==> src/rtl/ras_repair_ctrl.sv <==
// Return-address-stack checkpoint buffer: snapshots RAS pointer/top per predicted
// branch and, on a mispredict, rewrites the RAS from the flushed branch's snapshot.
module ras_repair_ctrl #(
    parameter int DEPTH = 8
) (
    input  logic                       clock,
    input  logic                       reset_n,
    input  logic                       alloc_vld_i,
    input  logic [3:0]                 ras_ptr_i,
    input  logic [63:0]                ras_top_i,
    output logic                       alloc_rdy_o,
    output logic [$clog2(DEPTH)-1:0]   alloc_tag_o,
    input  logic                       retire_vld_i,
    input  logic                       flush_vld_i,
    input  logic [$clog2(DEPTH)-1:0]   flush_tag_i,
    output logic                       ras_wr_en_o,
    output logic [3:0]                 ras_wr_idx_o,
    output logic [63:0]                ras_wr_data_o,
    output logic                       ras_ptr_rst_vld_o,
    output logic [3:0]                 ras_ptr_rst_o,
    output logic                       busy_o,
    output logic [$clog2(DEPTH):0]     count_o
);
    localparam int TW = $clog2(DEPTH);

    typedef enum logic {IDLE, REPAIR} state_t;

    state_t          state_q, state_d;
    logic [TW:0]     head_q, head_d;
    logic [TW:0]     tail_q, tail_d;
    logic [3:0]      rep_ptr_q, rep_ptr_d;
    logic [63:0]     rep_data_q, rep_data_d;
    logic [67:0]     mem_q [DEPTH];

    logic            empty, full, alloc_fire, flush_hit;
    logic [TW:0]     count_w, flush_pos;
    logic [TW-1:0]   flush_off;
    logic [67:0]     flush_entry;

    assign count_w    = tail_q - head_q;
    assign empty      = (head_q == tail_q);
    assign full       = (head_q[TW-1:0] == tail_q[TW-1:0]) && (head_q[TW] != tail_q[TW]);
    assign alloc_rdy_o = ~full & (state_q == IDLE) & ~flush_vld_i;
    assign alloc_fire = alloc_vld_i & alloc_rdy_o;
    assign alloc_tag_o = tail_q[TW-1:0];

    // Distance of the flushed tag from head; live iff it falls below the occupancy.
    assign flush_off   = flush_tag_i - head_q[TW-1:0];
    assign flush_hit   = ({1'b0, flush_off} < count_w);
    assign flush_pos   = head_q + {1'b0, flush_off};
    assign flush_entry = mem_q[flush_tag_i];

    always_comb begin
        state_d    = IDLE;
        head_d     = head_q;
        tail_d     = tail_q;
        rep_ptr_d  = rep_ptr_q;
        rep_data_d = rep_data_q;
        if (retire_vld_i && !empty) begin
            head_d = head_q + 1'b1;
        end
        if (alloc_fire) begin
            tail_d = tail_q + 1'b1;
        end
        if (state_q == IDLE && flush_vld_i) begin
            if (flush_hit) begin
                tail_d     = flush_pos + 1'b1;
                state_d    = REPAIR;
                rep_ptr_d  = flush_entry[67:64];
                rep_data_d = flush_entry[63:0];
            end else begin
                // Unknown tag: nothing younger than head can be trusted.
                tail_d = head_d;
            end
        end
    end

    always_ff @(posedge clock or negedge reset_n) begin
        if (!reset_n) begin
            state_q <= IDLE;
            head_q  <= '0;
            tail_q  <= '0;
        end else begin
            state_q <= state_d;
            head_q  <= head_d;
            tail_q  <= tail_d;
        end
    end

    // Payload storage carries no reset; outputs are gated by the FSM state.
    always_ff @(posedge clock) begin
        rep_ptr_q  <= rep_ptr_d;
        rep_data_q <= rep_data_d;
        if (alloc_fire) begin
            mem_q[tail_q[TW-1:0]] <= {ras_ptr_i, ras_top_i};
        end
    end

    assign ras_wr_en_o       = (state_q == REPAIR);
    assign ras_ptr_rst_vld_o = (state_q == REPAIR);
    assign busy_o            = (state_q == REPAIR);
    assign ras_wr_idx_o      = (state_q == REPAIR) ? rep_ptr_q  : 4'd0;
    assign ras_ptr_rst_o     = (state_q == REPAIR) ? rep_ptr_q  : 4'd0;
    assign ras_wr_data_o     = (state_q == REPAIR) ? rep_data_q : 64'd0;
    assign count_o           = count_w;
endmodule

==> config.mk <==
export PLATFORM = sky130hd
export DESIGN_NAME = ras_repair_ctrl
export DESIGN_NICKNAME = d
export VERILOG_FILES = /design/src/rtl/ras_repair_ctrl.sv
export SDC_FILE = /design/constraint.sdc
export NUM_CORES = 1
export LEC_CHECK = 0
export CAP_MARGIN = 20
export CORE_MARGIN = 2
export CORE_UTILIZATION = 37
export DETAILED_ROUTE_END_ITERATION = 10
export HOLD_SLACK_MARGIN = 0.06
export SLEW_MARGIN = 20
export SYNTH_ARGS = -nofsm -noshare
export SYNTH_HDL_FRONTEND = slang
export SYNTH_SLANG_ARGS = --single-unit
==> constraint.sdc <==
create_clock -name clock -period 9.6 [get_ports clock]
set_input_delay 1.92 -clock clock [delete_from_list [all_inputs] [get_ports clock]]
set_output_delay 1.92 -clock clock [all_outputs]
set_load 0.02 [all_outputs]
==> flow_summary.ini, run 1 <==
[clock_tree]
worstSkewPairLatency_ps = 630
cts_sinks = 621
clock-root-buffer = clkbuf_16
cts_buffer_depth = 3
postCtsSetupRepairBufs = 0
cts_tree = yes
clkSlewWorstSetupHoldPaths_ps = 60
postCtsHoldBufs = 0
h-tree-depth = 2
ctsResizeCount = 0
cts_buffers = 61

[setup_path]
path_max_fanout = 9
cp-end-kind = output pin
r2r_cells = 8
r2r_end = mem_q[3][60]$_DFFE_PP_
cp_common_cell = clkdlybuf4s50_1
crit_type = input pin to output pin
slowest_delay_ps = 650
path_buf_inv = 2
cp-startpoint = flush_vld_i
path_cells = clkdlybuf4s50_1 > a211oi_1 > clkdlybuf4s50_1
arrival_ps = 3420
crit_family = buffers and inverters
start_kind = input pin
worst-endpoint-required_ps = 7680
reg2reg_slack_ps = 5310
r2r_start = tail_q[0]$_DFFE_PN0P_
slowest_stage = clkdlybuf4s50_1

[route]
via_per_inst = 4.994
wirelength_um = 48230
drcViolationCount = 0
first_pass_iters = 4
post_drt_wl_per_cell_um = 22.60
ant_nets = 0
dr_total_vias = 10660
drt-initial-drc-count = 706

[min_path]
hold_path_class = flop to flop
min_from = tail_q[3]$_DFFE_PN0P_
min_to = tail_q[3]$_DFFE_PN0P_
whs_path_depth = 2

[place]
port-buffer-count = 158
globalplace.congestion = 0.7521
place_ws_ps = 3892
dp_hpwl_um = 26110

[power_and_ir_drop]
power.internal_uw = 5326
power_leakage_uw = 0.008961
p_sw_share_pct = 27.22
power_density_nw_per_um2 = 257.7
peakVddDrop_mv = 0.1939
p_comb_share_pct = 19.9
p_total_uw = 7318
power_switching_uw = 1992
seq_power_share_pct = 48.5
power_frac_clock_pct = 31.6

[layout]
mostFrequentLayoutCells = edfxtp_1, clkdlybuf4s50_1, mux4_2
utilization_pct = 44.29
layout_commonest_cell = edfxtp_1
area_growth_pct = 18.95
drive_above_1_share_pct = 25.49
nNetsFinal = 1319
diodes = 0

[status]
status = finished, final reports clean

[yosys]
ys.flop_type = edfxtp_1
synthesis.area_sq_um = 23870
synthDistinctLibCells = 45
syn_area_per_cell_sq_um = 22.76
syn-instance-count = 1049
synth_edf_count = 612
async_flop_share_pct = 1.449
ys_warn_count = 0
synthesis.nets = 1139
ys_seq_area_share_pct = 77.93
ys_ff_latch = 621

[sta]
fin_skew_ps = 28.65
finalSetupViolCount = 0
worstMarginPinSlew_ps = 968.9
period_needed_ps = 5335
tns_ps = 0
fin_crit_sh_pct = 55.58
fin_ws_ps = 4265
slew_viol_final = 0
rsz0062_at_grt = no
max_slew_margin_pct = 35.41
fmax_mhz = 187.4
final_hold_viol_count = 0

[die]
die_y_um = 258.0
die_area_sq_um = 66570
ios = 159
start_util_pct = 37.23
design.core.area_sq_um = 64120
num_rows = 93
die_w_um = 258.0

[run]
maxCapViolCount = 0

[global_routing]
antenna_found_initial = 4
first_global_vias = 11350
grt_max_degree = 83
grt_usage_pct = 14.53
grt_pass1_wl_um = 72640
overflow = 0
## layer usage
| metal | up-vias | routed length, um | track usage (%) |
|---|---|---|---|
| li1 | 4690 | - | - |
| met1 | 5670 | 21790 | 20.33 |
| met2 | 222 | 23410 | 23.59 |
| met3 | 70 | 2106 | 2.886 |
| met4 | 6 | 873 | 3.404 |
| met5 | - | 39 | 0 |
## stage by stage
step	hold slack, ps	area, sq um	cells
after floorplan	540.1	23870	1049
after global placement	608.4	26430	2021
after detailed placement	610.5	26430	2021
after CTS	621.0	28370	2134
after global routing	656.9	28400	2134
final	632.8	28400	2134
## state kept, by name, summed over array words and instances, names as in the netlist
register    flops
mem_q         544
rep_data_q     64
head_q          4
rep_ptr_q       4
busy_o          1
tail_q          4
## how the worst max path moves through the flow
stage / slack [ps] / endpoint / cells after the start
after detailed placement: 3890 / rep_data_q[20]$_DFFE_PP_ / 11
after floorplan: 1720 / mem_q[1][0]$_DFFE_PP_ / 4
after global routing: 4250 / alloc_rdy_o / 3
after CTS: 4260 / alloc_rdy_o / 3
final: 4260 / alloc_rdy_o / 3
after global placement: 3920 / rep_data_q[29]$_DFFE_PP_ / 11
## power groups by stage
stage	logic, uW	clock network (uW)	registers, uW
2_1_floorplan	902	0	3520
3_3_place_gp	1470	0	3610
3_5_place_dp	1480	0	3610
4_1_cts	1490	2370	3560
5_1_grt	1580	2480	3580
6_report	1460	2310	3550
## cell usage after synthesis (4+ instances only)
| master | number | area [sq um] |
|---|---|---|
| edfxtp_1 | 612 | 18380 |
| mux4_2 | 136 | 3063 |
| mux2_2 | 69 | 777.0 |
| and2_1 | 68 | 425.4 |
| clkbuf_1 | 24 | 90.09 |
| buf_2 | 17 | 85.08 |
| inv_1 | 14 | 52.55 |
| ha_1 | 11 | 137.6 |
| buf_4 | 9 | 67.56 |
| dfrtp_1 | 9 | 225.2 |
| nor2_1 | 9 | 33.78 |
| buf_1 | 6 | 22.52 |
| xnor2_1 | 5 | 43.79 |
| nand2_1 | 4 | 15.01 |
| nand3_1 | 4 | 20.02 |
| nor3_1 | 4 | 20.02 |
## final cells by class
| type | instances | area (sq um) |
|---|---|---|
| inverters | 14 | 52.55 |
| fillers | 5398 | 35720 |
| flip-flops and latches | 621 | 18610 |
| clock buffers | 76 | 1604 |
| multi-input cells | 358 | 5007 |
| well taps | 855 | 1070 |
| repair buffers | 173 | 1720 |
| clock inverters | 37 | 335.3 |
## worst register-to-register path, delay by kind of cell, from the launching register on
family | cells | cell delay [ps]
adder cells (fa/ha/maj) | 1 | 390
AO/OA/AOI/OAI | 1 | 470
buffers and inverters | 2 | 920
flip-flops | 1 | 520
AND/OR/NAND/NOR | 4 | 1600
## logic make-up (layout without fill, tap and decap cells)
| kind of cell | Yosys count | after routing | synth area share [%] |
|---|---|---|---|
| flip-flops | 621 | 621 | 77.93 |
| multiplexers | 208 | 208 | 16.21 |
| AND/OR/NAND/NOR | 104 | 104 | 2.600 |
| buffers and inverters | 70 | 300 | 1.331 |
| AO/OA/AOI/OAI | 24 | 24 | 0.7758 |
| adder cells (fa/ha/maj) | 14 | 14 | 0.8281 |
| XOR/XNOR | 8 | 8 | 0.3250 |
No activity file was read; power rests on OpenSTA's default activity.
==> run 2: changes to the inputs <==
==> constraint.sdc (replaced) <==
create_clock -name clock -period 4.6 [get_ports clock]
set_input_delay 0.92 -clock clock [delete_from_list [all_inputs] [get_ports clock]]
set_output_delay 0.92 -clock clock [all_outputs]
set_load 0.02 [all_outputs]
==> run 2 against run 1 <==
Net effect: cell count up 0.66%; sequential share of layout area down 0.90 points; die area unchanged; cell area up 1.4%; flip-flop and latch count unchanged; sequential power up 110%; clock skew down 19 ps; global-route usage up 0.37 points; combinational power up 110%; register-to-register slack worse by 4300 ps; setup slack worse by 3300 ps; clock power up 120%; largest power group unchanged.
==> flow_summary.ini, run 2 (synthesis results as in run 1) <==
[status]
status = finished, final reports clean

[clock_tree]
cts_buffers = 66
clkSlewWorstSetupHoldPaths_ps = 60
postCtsSetupRepairBufs = 0
cts_sinks = 621
h-tree-depth = 3
postCtsHoldBufs = 0
clock-root-buffer = clkbuf_16
worstSkewPairLatency_ps = 580
ctsResizeCount = 0
cts_buffer_depth = 3
cts_tree = yes

[die]
die_w_um = 258.0
die_y_um = 258.0
ios = 159
start_util_pct = 37.23
die_area_sq_um = 66570
design.core.area_sq_um = 64120
num_rows = 93

[min_path]
hold_path_class = flop to flop
whs_path_depth = 1
min_from = head_q[3]$_DFF_PN0_
min_to = head_q[3]$_DFF_PN0_

[sta]
fin_crit_sh_pct = 78.41
worstMarginPinSlew_ps = 1018
fin_skew_ps = 9.704
slew_viol_final = 0
fmax_mhz = 277.3
fin_hold_ws_ps = 609.8
rsz0062_at_grt = no
final_hold_viol_count = 0
finalSetupViolCount = 0
period_needed_ps = 3607
max_slew_margin_pct = 32.14

[route]
via_per_inst = 4.987
dr_wl_met2_um = 24000
dr_total_vias = 10710
post_drt_wl_per_cell_um = 22.58
top_layer = met5
met3_length_um = 2397
ant_nets = 0
wirelength_um = 48500
first_pass_iters = 5
drt-initial-drc-count = 790
wl_met1_um = 21230
drcViolationCount = 0

[setup_path]
r2r_end = mem_q[0][32]$_DFFE_PP_
worst-endpoint-required_ps = 3680
slowest_delay_ps = 620
crit_family = flip-flops
critical_path_depth = 5
reg2reg_slack_ps = 1010
start_kind = flop
crit_type = flop to output pin
r2r_cells = 7
path_buf_inv = 1
arrival_ps = 2690
slowest_stage = dfrtp_1
path_cells = ha_1 > a21oi_1 > a21oi_2 > nor2_1 > clkdlybuf4s50_1
cp-end-kind = output pin
r2r_start = tail_q[2]$_DFFE_PN0P_
path_max_fanout = 9

[global_routing]
grt_max_degree = 83
grt_usage_pct = 14.90
grt_pass1_wl_um = 73880
first_global_vias = 11480
overflow = 0
antenna_found_initial = 5

[layout]
layout_commonest_cell = edfxtp_1
area_growth_pct = 20.61
utilization_pct = 44.91
largest_reg_flops = 544
drive_above_1_share_pct = 26.14
nNetsFinal = 1337
stdcell_area_sq_um = 28790
mostFrequentLayoutCells = edfxtp_1, clkdlybuf4s50_1, mux4_2
diodes = 0

[place]
dpl_cell_area_sq_um = 26770
port-buffer-count = 158
dp_hpwl_um = 27490
globalplace.congestion = 0.7552

[power_and_ir_drop]
power_density_nw_per_um2 = 537.9
peakVddDrop_mv = 0.3013
power_leakage_uw = 0.009113

[run]
maxCapViolCount = 0
==> run 2: changes by cell type in the layout (fill, tap and decap cells not counted), moves of 2 or more <==
cell | previous run | this run
bufinv_16 | 5 | 2
clkinv_2 | 12 | 6
nor3_2 | 2 | 0
buf_12 | 0 | 18
buf_6 | 7 | 1
clkbuf_16 | 62 | 71
clkbuf_1 | 14 | 16
nor3_4 | 0 | 2
==> run 2: worst max path at each step <==
stage | startpoint | to | slack, ps
floorplan | tail_q[0]$_DFFE_PN0P_ | mem_q[7][0]$_DFFE_PP_ | -550
global placement | alloc_vld_i | mem_q[0][34]$_DFFE_PP_ | 770
detailed placement | alloc_vld_i | mem_q[0][35]$_DFFE_PP_ | 710
CTS | tail_q[2]$_DFFE_PN0P_ | mem_q[0][33]$_DFFE_PP_ | 910
global route | tail_q[2]$_DFFE_PN0P_ | mem_q[0][33]$_DFFE_PP_ | 660
finish | tail_q[2]$_DFFE_PN0P_ | count_o[3] | 990
==> run 2: metal layers <==
layer  vias up  global-route usage, %
met4         8                  3.597
met5         -                      0
met3        72                  3.377
met1      5663                  20.18
met2       240                  24.57
li1       4730                      -
==> run 2: layout make-up <==
class | instances | area, sq um
Fill cell | 5381 | 35320
Sequential cell | 621 | 18610
Multi-Input combinational cell | 358 | 5020
Timing Repair Buffer | 186 | 2021
Clock buffer | 87 | 1837
Tap cell | 855 | 1070
Clock inverter | 27 | 186.4
Inverter | 14 | 52.55
==> run 2: power breakdown <==
group / internal (uW) / switching, uW
clock network: 2920 / 2060
registers: 7050 / 330
logic: 1390 / 1740
==> run 2: through the flow <==
step | total power [uW] | setup WS, ps | setup TNS (ps) | std cells
5_1_grt | 16210 | 663.6 | 0 | 2148
2_1_floorplan | 9226 | -549.1 | -261820 | 1049
6_report | 15490 | 993.3 | 0 | 2148
3_5_place_dp | 10720 | 710.6 | 0 | 2034
4_1_cts | 15730 | 910.8 | 0 | 2148
3_3_place_gp | 10680 | 771.2 | 0 | 2034
